<file path="src/rtl/acs_metric_store.sv">
// Ping-pong accumulated-metric buffer with running-minimum tracking and min-subtracted replay.
// Optional macro ACS_METRIC_NORM_EN compiles in the min-subtraction; otherwise raw metrics are replayed.
module acs_metric_store #(
  parameter int DEPTH = 16,
  parameter int MW    = 18
) (
  input  logic                     clk,
  input  logic                     reset_n,
  input  logic                     clkEn,
  input  logic                     startFrame,
  input  logic                     metricInEn,
  input  logic [MW-1:0]            accMetricIn,
  input  logic                     metricRequest,
  output logic [MW-1:0]            accMetricOut,
  output logic                     metricOutEn,
  output logic                     blockDone,
  output logic [MW-1:0]            minMetric,
  output logic [$clog2(DEPTH)-1:0] minIndex,
  output logic                     overrun
);

  localparam int AW = $clog2(DEPTH);

  logic [MW-1:0] mem [0:2*DEPTH-1];

  logic          wr_bank;
  logic          zero_bank;
  logic [AW-1:0] wr_addr;
  logic [AW-1:0] rd_ptr;
  logic [MW-1:0] run_min;
  logic [AW-1:0] run_idx;

  logic          frame_start;
  logic          wr_en;
  logic          swap;
  logic          take_new;
  logic [MW-1:0] next_min;
  logic [AW-1:0] next_idx;
  logic [MW-1:0] rd_word;
  logic [MW-1:0] rd_val;

  // A frame restart wins over a coincident write, which is dropped.
  assign frame_start = clkEn & startFrame;
  assign wr_en       = metricInEn & ~frame_start;
  assign swap        = wr_en && (wr_addr == AW'(DEPTH - 1));

  always_comb begin
    take_new = (wr_addr == '0) || (accMetricIn < run_min);
    next_min = run_min;
    next_idx = run_idx;
    if (take_new) begin
      next_min = accMetricIn;
      next_idx = wr_addr;
    end
  end

  always_comb begin
    rd_word = mem[{~wr_bank, rd_ptr}];
`ifdef ACS_METRIC_NORM_EN
    rd_val  = rd_word - minMetric;
`else
    rd_val  = rd_word;
`endif
  end

  // Metric storage: never reset, zero_bank masks stale contents after a restart.
  always_ff @(posedge clk) begin
    if (wr_en)
      mem[{wr_bank, wr_addr}] <= accMetricIn;
  end

  // Read stage: one-cycle latency from request to output.
  always_ff @(posedge clk or negedge reset_n) begin
    if (!reset_n) begin
      accMetricOut <= '0;
      metricOutEn  <= 1'b0;
    end else begin
      metricOutEn <= metricRequest;
      if (metricRequest)
        accMetricOut <= zero_bank ? '0 : rd_val;
    end
  end

  // Control: frame restart > bank swap > normal pointer increments.
  always_ff @(posedge clk or negedge reset_n) begin
    if (!reset_n) begin
      wr_bank   <= 1'b0;
      zero_bank <= 1'b1;
      wr_addr   <= '0;
      rd_ptr    <= '0;
      run_min   <= '0;
      run_idx   <= '0;
      minMetric <= '0;
      minIndex  <= '0;
      overrun   <= 1'b0;
      blockDone <= 1'b0;
    end else begin
      blockDone <= 1'b0;
      if (frame_start) begin
        wr_addr   <= '0;
        rd_ptr    <= '0;
        run_min   <= '0;
        run_idx   <= '0;
        minMetric <= '0;
        minIndex  <= '0;
        overrun   <= 1'b0;
        zero_bank <= 1'b1;
      end else begin
        if (metricRequest)
          rd_ptr <= rd_ptr + 1'b1;
        if (wr_en) begin
          wr_addr <= wr_addr + 1'b1;
          run_min <= next_min;
          run_idx <= next_idx;
        end
        if (swap) begin
          wr_bank   <= ~wr_bank;
          zero_bank <= 1'b0;
          minMetric <= next_min;
          minIndex  <= next_idx;
          rd_ptr    <= '0;
          blockDone <= 1'b1;
          if (rd_ptr != '0)
            overrun <= 1'b1;
        end
      end
    end
  end

endmodule
</file>
<file path="config.mk">
export PLATFORM = sky130hd
export DESIGN_NAME = acs_metric_store
export DESIGN_NICKNAME = d
export VERILOG_FILES = /design/src/rtl/acs_metric_store.sv
export SDC_FILE = /design/constraint.sdc
export NUM_CORES = 1
export LEC_CHECK = 0
export CORE_ASPECT_RATIO = 0.7
export CORE_MARGIN = 2
export CORE_UTILIZATION = 55
export DETAILED_ROUTE_END_ITERATION = 6
export PLACE_DENSITY = 0.86
export SLEW_MARGIN = 20
export SYNTH_ARGS = -nofsm -noshare
export SYNTH_HDL_FRONTEND = slang
export SYNTH_SLANG_ARGS = --single-unit
export TNS_END_PERCENT = 30
</file>
<file path="constraint.sdc">
create_clock -name clk -period 2.3 [get_ports clk]
set_clock_uncertainty 0.05 [all_clocks]
set_input_delay 0.345 -clock clk [delete_from_list [all_inputs] [get_ports clk]]
set_output_delay 0.345 -clock clk [all_outputs]
set_load 0.01 [all_outputs]
</file>
==> results.yml, run 1 <==
pwr:
  p_per_area_mw_per_mm2: 1020
  clock_power_share_pct: 32.2
  leakage_nw: 10.5
  combPwrFrac_pct: 24.9
  fin_total_pwr_w: 0.0322
  p_sw_w: 0.00885
  swShare_pct: 27.5
  power_frac_seq_pct: 42.9
  ir_drop_v: 0.000533
  p_int_w: 0.0234
layout:
  utilization_pct: 67.8
  drive_above_1_share_pct: 32.6
  stdcell_count: 2196
  antennaDiodeCount: 0
  fin_nets: 1584
  area_delta_synth_final_pct: 21.9
  num-fill-cells: 2728
  final_area_sq_mm: 0.0315
synthesis:
  netlist_instances: 1319
  yosysTopAreaCellShare_pct: 67.0
  synthFlopType: "edfxtp_1"
  syn_avg_cell_area_sq_um: 19.6
  synth_xor_area_share_pct: 0.238
  synthAdderAreaFrac_pct: 1.12
  yosysWarnings: 0
  yosys.area_share.simple_pct: 3.25
  synth_cell_types: 44
  synth_top_family_by_area: "multiplexers"
  seq_area_frac_synth_pct: 74.3
  synth-edff-count: 576
  synth_seq_cells: 651
  synth.cell_area_sq_mm: 0.0258
  yosysTopAreaCell: "edfxtp_1"
  synth_async_sr_flop_share_pct: 11.5
  synth_compound_area_share_pct: 2.73
  synth_fp_nets: 1366
  synthMuxAreaShare_pct: 16.4
  synth_area_leaders: "edfxtp_1 67%, mux4_2 14%, dfrtp_1 7.2%, mux2i_1 2.2%, o21ai_0 1.1%"
global_routing:
  grt_pass1_vias: 14900
  grt_max_degree: 53
  track_usage_pct: 29.4
  antenna_found_initial: 4
  grt_pass1_wl_microns: 102000
  overflow: 0
outcome:
  violations: "negative setup slack"
  status: "finished with violations"
clock_network:
  cts.htree.levels: 2
  numCtsBuffers: 56
  cts_tree: "yes"
  clockBufferDepth: 3
  clk_pin_slew_ps: 70
  root_buffer: "clkbuf_16"
  clk_latency_ps: 610
  cts_sinks: 651
drt:
  wl_per_cell_microns: 32.3
  drcViolationCount: 0
  vias: 14700
  vias_per_cell: 6.69
  drtAntennaViolNets: 0
  dr.pass1.iters: 6
  finalWirelength_microns: 70900
  drtIter0Drc: 2176
setup_path:
  start_kind: "flip-flop"
  cp_num_buf_inv: 2
  cpMaxStageDelayCell: "mux4_2"
  arrival_ps: 2930
  r2r_slack_ps: -210
  critical_path.cell_chain: "buf_12 -> buf_12 -> mux4_2 -> mux4_2 -> mux2_4 -> nand2_1 -> o21ai_1"
  r2r_cells: 7
  crit_path_end_kind: "flip-flop"
  cp-endpoint: "accMetricOut[17]$_DFFE_PN0P_"
  worstSetupPathType: "flip-flop to flip-flop"
  required_ps: 2710
  path_depth: 7
  max_stage_delay_ps: 570
  crit_fanout: 6
  critPathLaunch: "rd_ptr[0]$_DFFE_PN0P_"
  timing.rr.end: "accMetricOut[17]$_DFFE_PN0P_"
  path_delay_family: "multiplexers"
  rr_startpoint: "rd_ptr[0]$_DFFE_PN0P_"
timing:
  fmax_mhz: 398
  drv_slew: 0
  fin_ws_ps: -213
  slew_headroom_pct: 48.9
  period_needed_ps: 2510
  setup_viol: 21
  worst_pin_slew_ps: 767
  rsz0062_at_grt: "true"
  holdWs_ps: 185
  fin_crit_sh_pct: 109
  finalHoldViolations: 0
die:
  num_rows: 66
  die-area_sq_mm: 0.0487
  die_w_microns: 263
  start_util_pct: 55.6
  io_pins: 67
  core_area_sq_mm: 0.0464
  chipHeight_microns: 185
flow_run:
  maxCapViolations: 0
placed_design:
  place_congestion: 0.851
  dp_hpwl_microns: 38900
  dp.cells: 2057
  place_area_sq_mm: 0.0286
  io_buffer_count: 66
worst_hold_path:
  hp-class: "primary input to asynchronous set/reset pin"
-- cell usage in the layout (no fill, tap or decap), drive strengths merged, types with 2 or more instances in the layout --
| master | count |
|---|---|
| o2111ai | 2 |
| clkdlybuf4s50 | 65 |
| bufinv | 11 |
| a31oi | 21 |
| edfxtp | 576 |
| o21ai | 60 |
| mux2i | 56 |
| a32o | 2 |
| xnor2 | 2 |
| clkinvlp | 3 |
| ha | 23 |
| nand4 | 4 |
| nand3 | 43 |
| or3b | 2 |
| nand3b | 2 |
| nand2b | 16 |
| mux4 | 163 |
| nand2 | 53 |
| clkinv | 20 |
| a21oi | 13 |
| dfrtp | 74 |
| nor2b | 3 |
| nor3 | 6 |
| inv | 41 |
| clkbuf | 72 |
| buf | 169 |
| a22oi | 15 |
| and3 | 3 |
| xor2 | 5 |
| nor2 | 44 |
-- how the worst min path moves through the flow --
stage,to,slack [ps],cells after the start
2_1_floorplan,accMetricOut[0]$_DFFE_PN0P_,-0.6,0
3_3_place_gp,run_min[7]$_DFFE_PN0P_,260,1
3_5_place_dp,run_min[7]$_DFFE_PN0P_,270,1
4_1_cts,run_min[7]$_DFFE_PN0P_,180,2
5_1_grt,run_min[7]$_DFFE_PN0P_,210,2
6_report,run_min[7]$_DFFE_PN0P_,190,2
-- layout make-up --
type                            count  area, sq um  share of cell area, %
Clock inverter                     36          479                   1.52
Multi-Input combinational cell    551         6550                   20.8
Timing Repair Buffer              238         2800                   8.91
Sequential cell                   651        19200                   61.0
Inverter                           39          146                  0.465
Clock buffer                       69         1530                   4.86
Tap cell                          612          766                   2.43
-- power by group through the flow --
stage / registers (W) / clock network [W] / logic [W]
floorplan: 0.0137 / 0 / 0.00458
global placement: 0.0140 / 0 / 0.00662
detailed placement: 0.0140 / 0 / 0.00687
CTS: 0.0138 / 0.0104 / 0.00757
global route: 0.0138 / 0.0108 / 0.00841
finish: 0.0138 / 0.0104 / 0.00802
-- cell usage after synthesis (15+ instances only) --
master	count
o21ai_0	59
clkbuf_1	48
nand2_1	53
mux4_2	163
a22oi_1	15
buf_2	18
nand2b_1	16
a31oi_1	21
dfrtp_1	74
nand3_1	43
inv_1	39
mux2i_1	56
edfxtp_1	576
nor2_1	44
ha_1	23
-- state kept, by name, summed over array words and instances (netlist names) --
signal        count
rd_ptr            4
overrun           1
wr_addr           4
zero_bank         1
blockDone         1
run_min          18
metricOutEn       1
accMetricOut     18
minMetric        18
wr_bank           1
run_idx           4
minIndex          4
mem             576
-- per-layer routing --
metal | up-vias | share of wire [%] | track usage (%)
met2 | 1226 | 47 | 47.1
met5 | - | 0.013 | 0
met3 | 144 | 13 | 7.14
met4 | 2 | 3.1 | 8.91
li1 | 5761 | - | -
met1 | 7555 | 36 | 40.8
-- cells by family after synthesis --
kind of cell             count (synthesis)
AO/OA/AOI/OAI                          120
XOR/XNOR                                 7
adder cells (fa/ha/maj)                 23
buffers and inverters                  117
flip-flops                             651
multiplexers                           220
AND/OR/NAND/NOR                        181
-- through the flow --
step	setup WS [ps]	TNS (ps)
2_1_floorplan	-13.3	-2000
3_5_place_dp	-417	-19040
4_1_cts	-158	-1940
5_1_grt	-203	-5180
6_report	-213	-2530
3_3_place_gp	-390	-16720
-- what timing repair did --
| action | 4_1_cts | 5_1_grt |
|---|---|---|
| buffers inserted | 18 | 10 |
| resized for setup | 43 | 44 |
| hold endpoints to repair | 25 | 0 |
| gates cloned | 4 | 3 |
| setup endpoints to repair | 19 | 59 |
| hold buffers | 1 | 0 |
| pin swaps | 0 | 7 |
Note: power is estimated with default switching activity, not from simulation.
==> run 2: changes to the inputs <==
Settings changed: GPL_TIMING_DRIVEN from default to 1.
==> results of run 2 <==
Same layout as run 1: the final DEF is identical, and so are final timing and power.
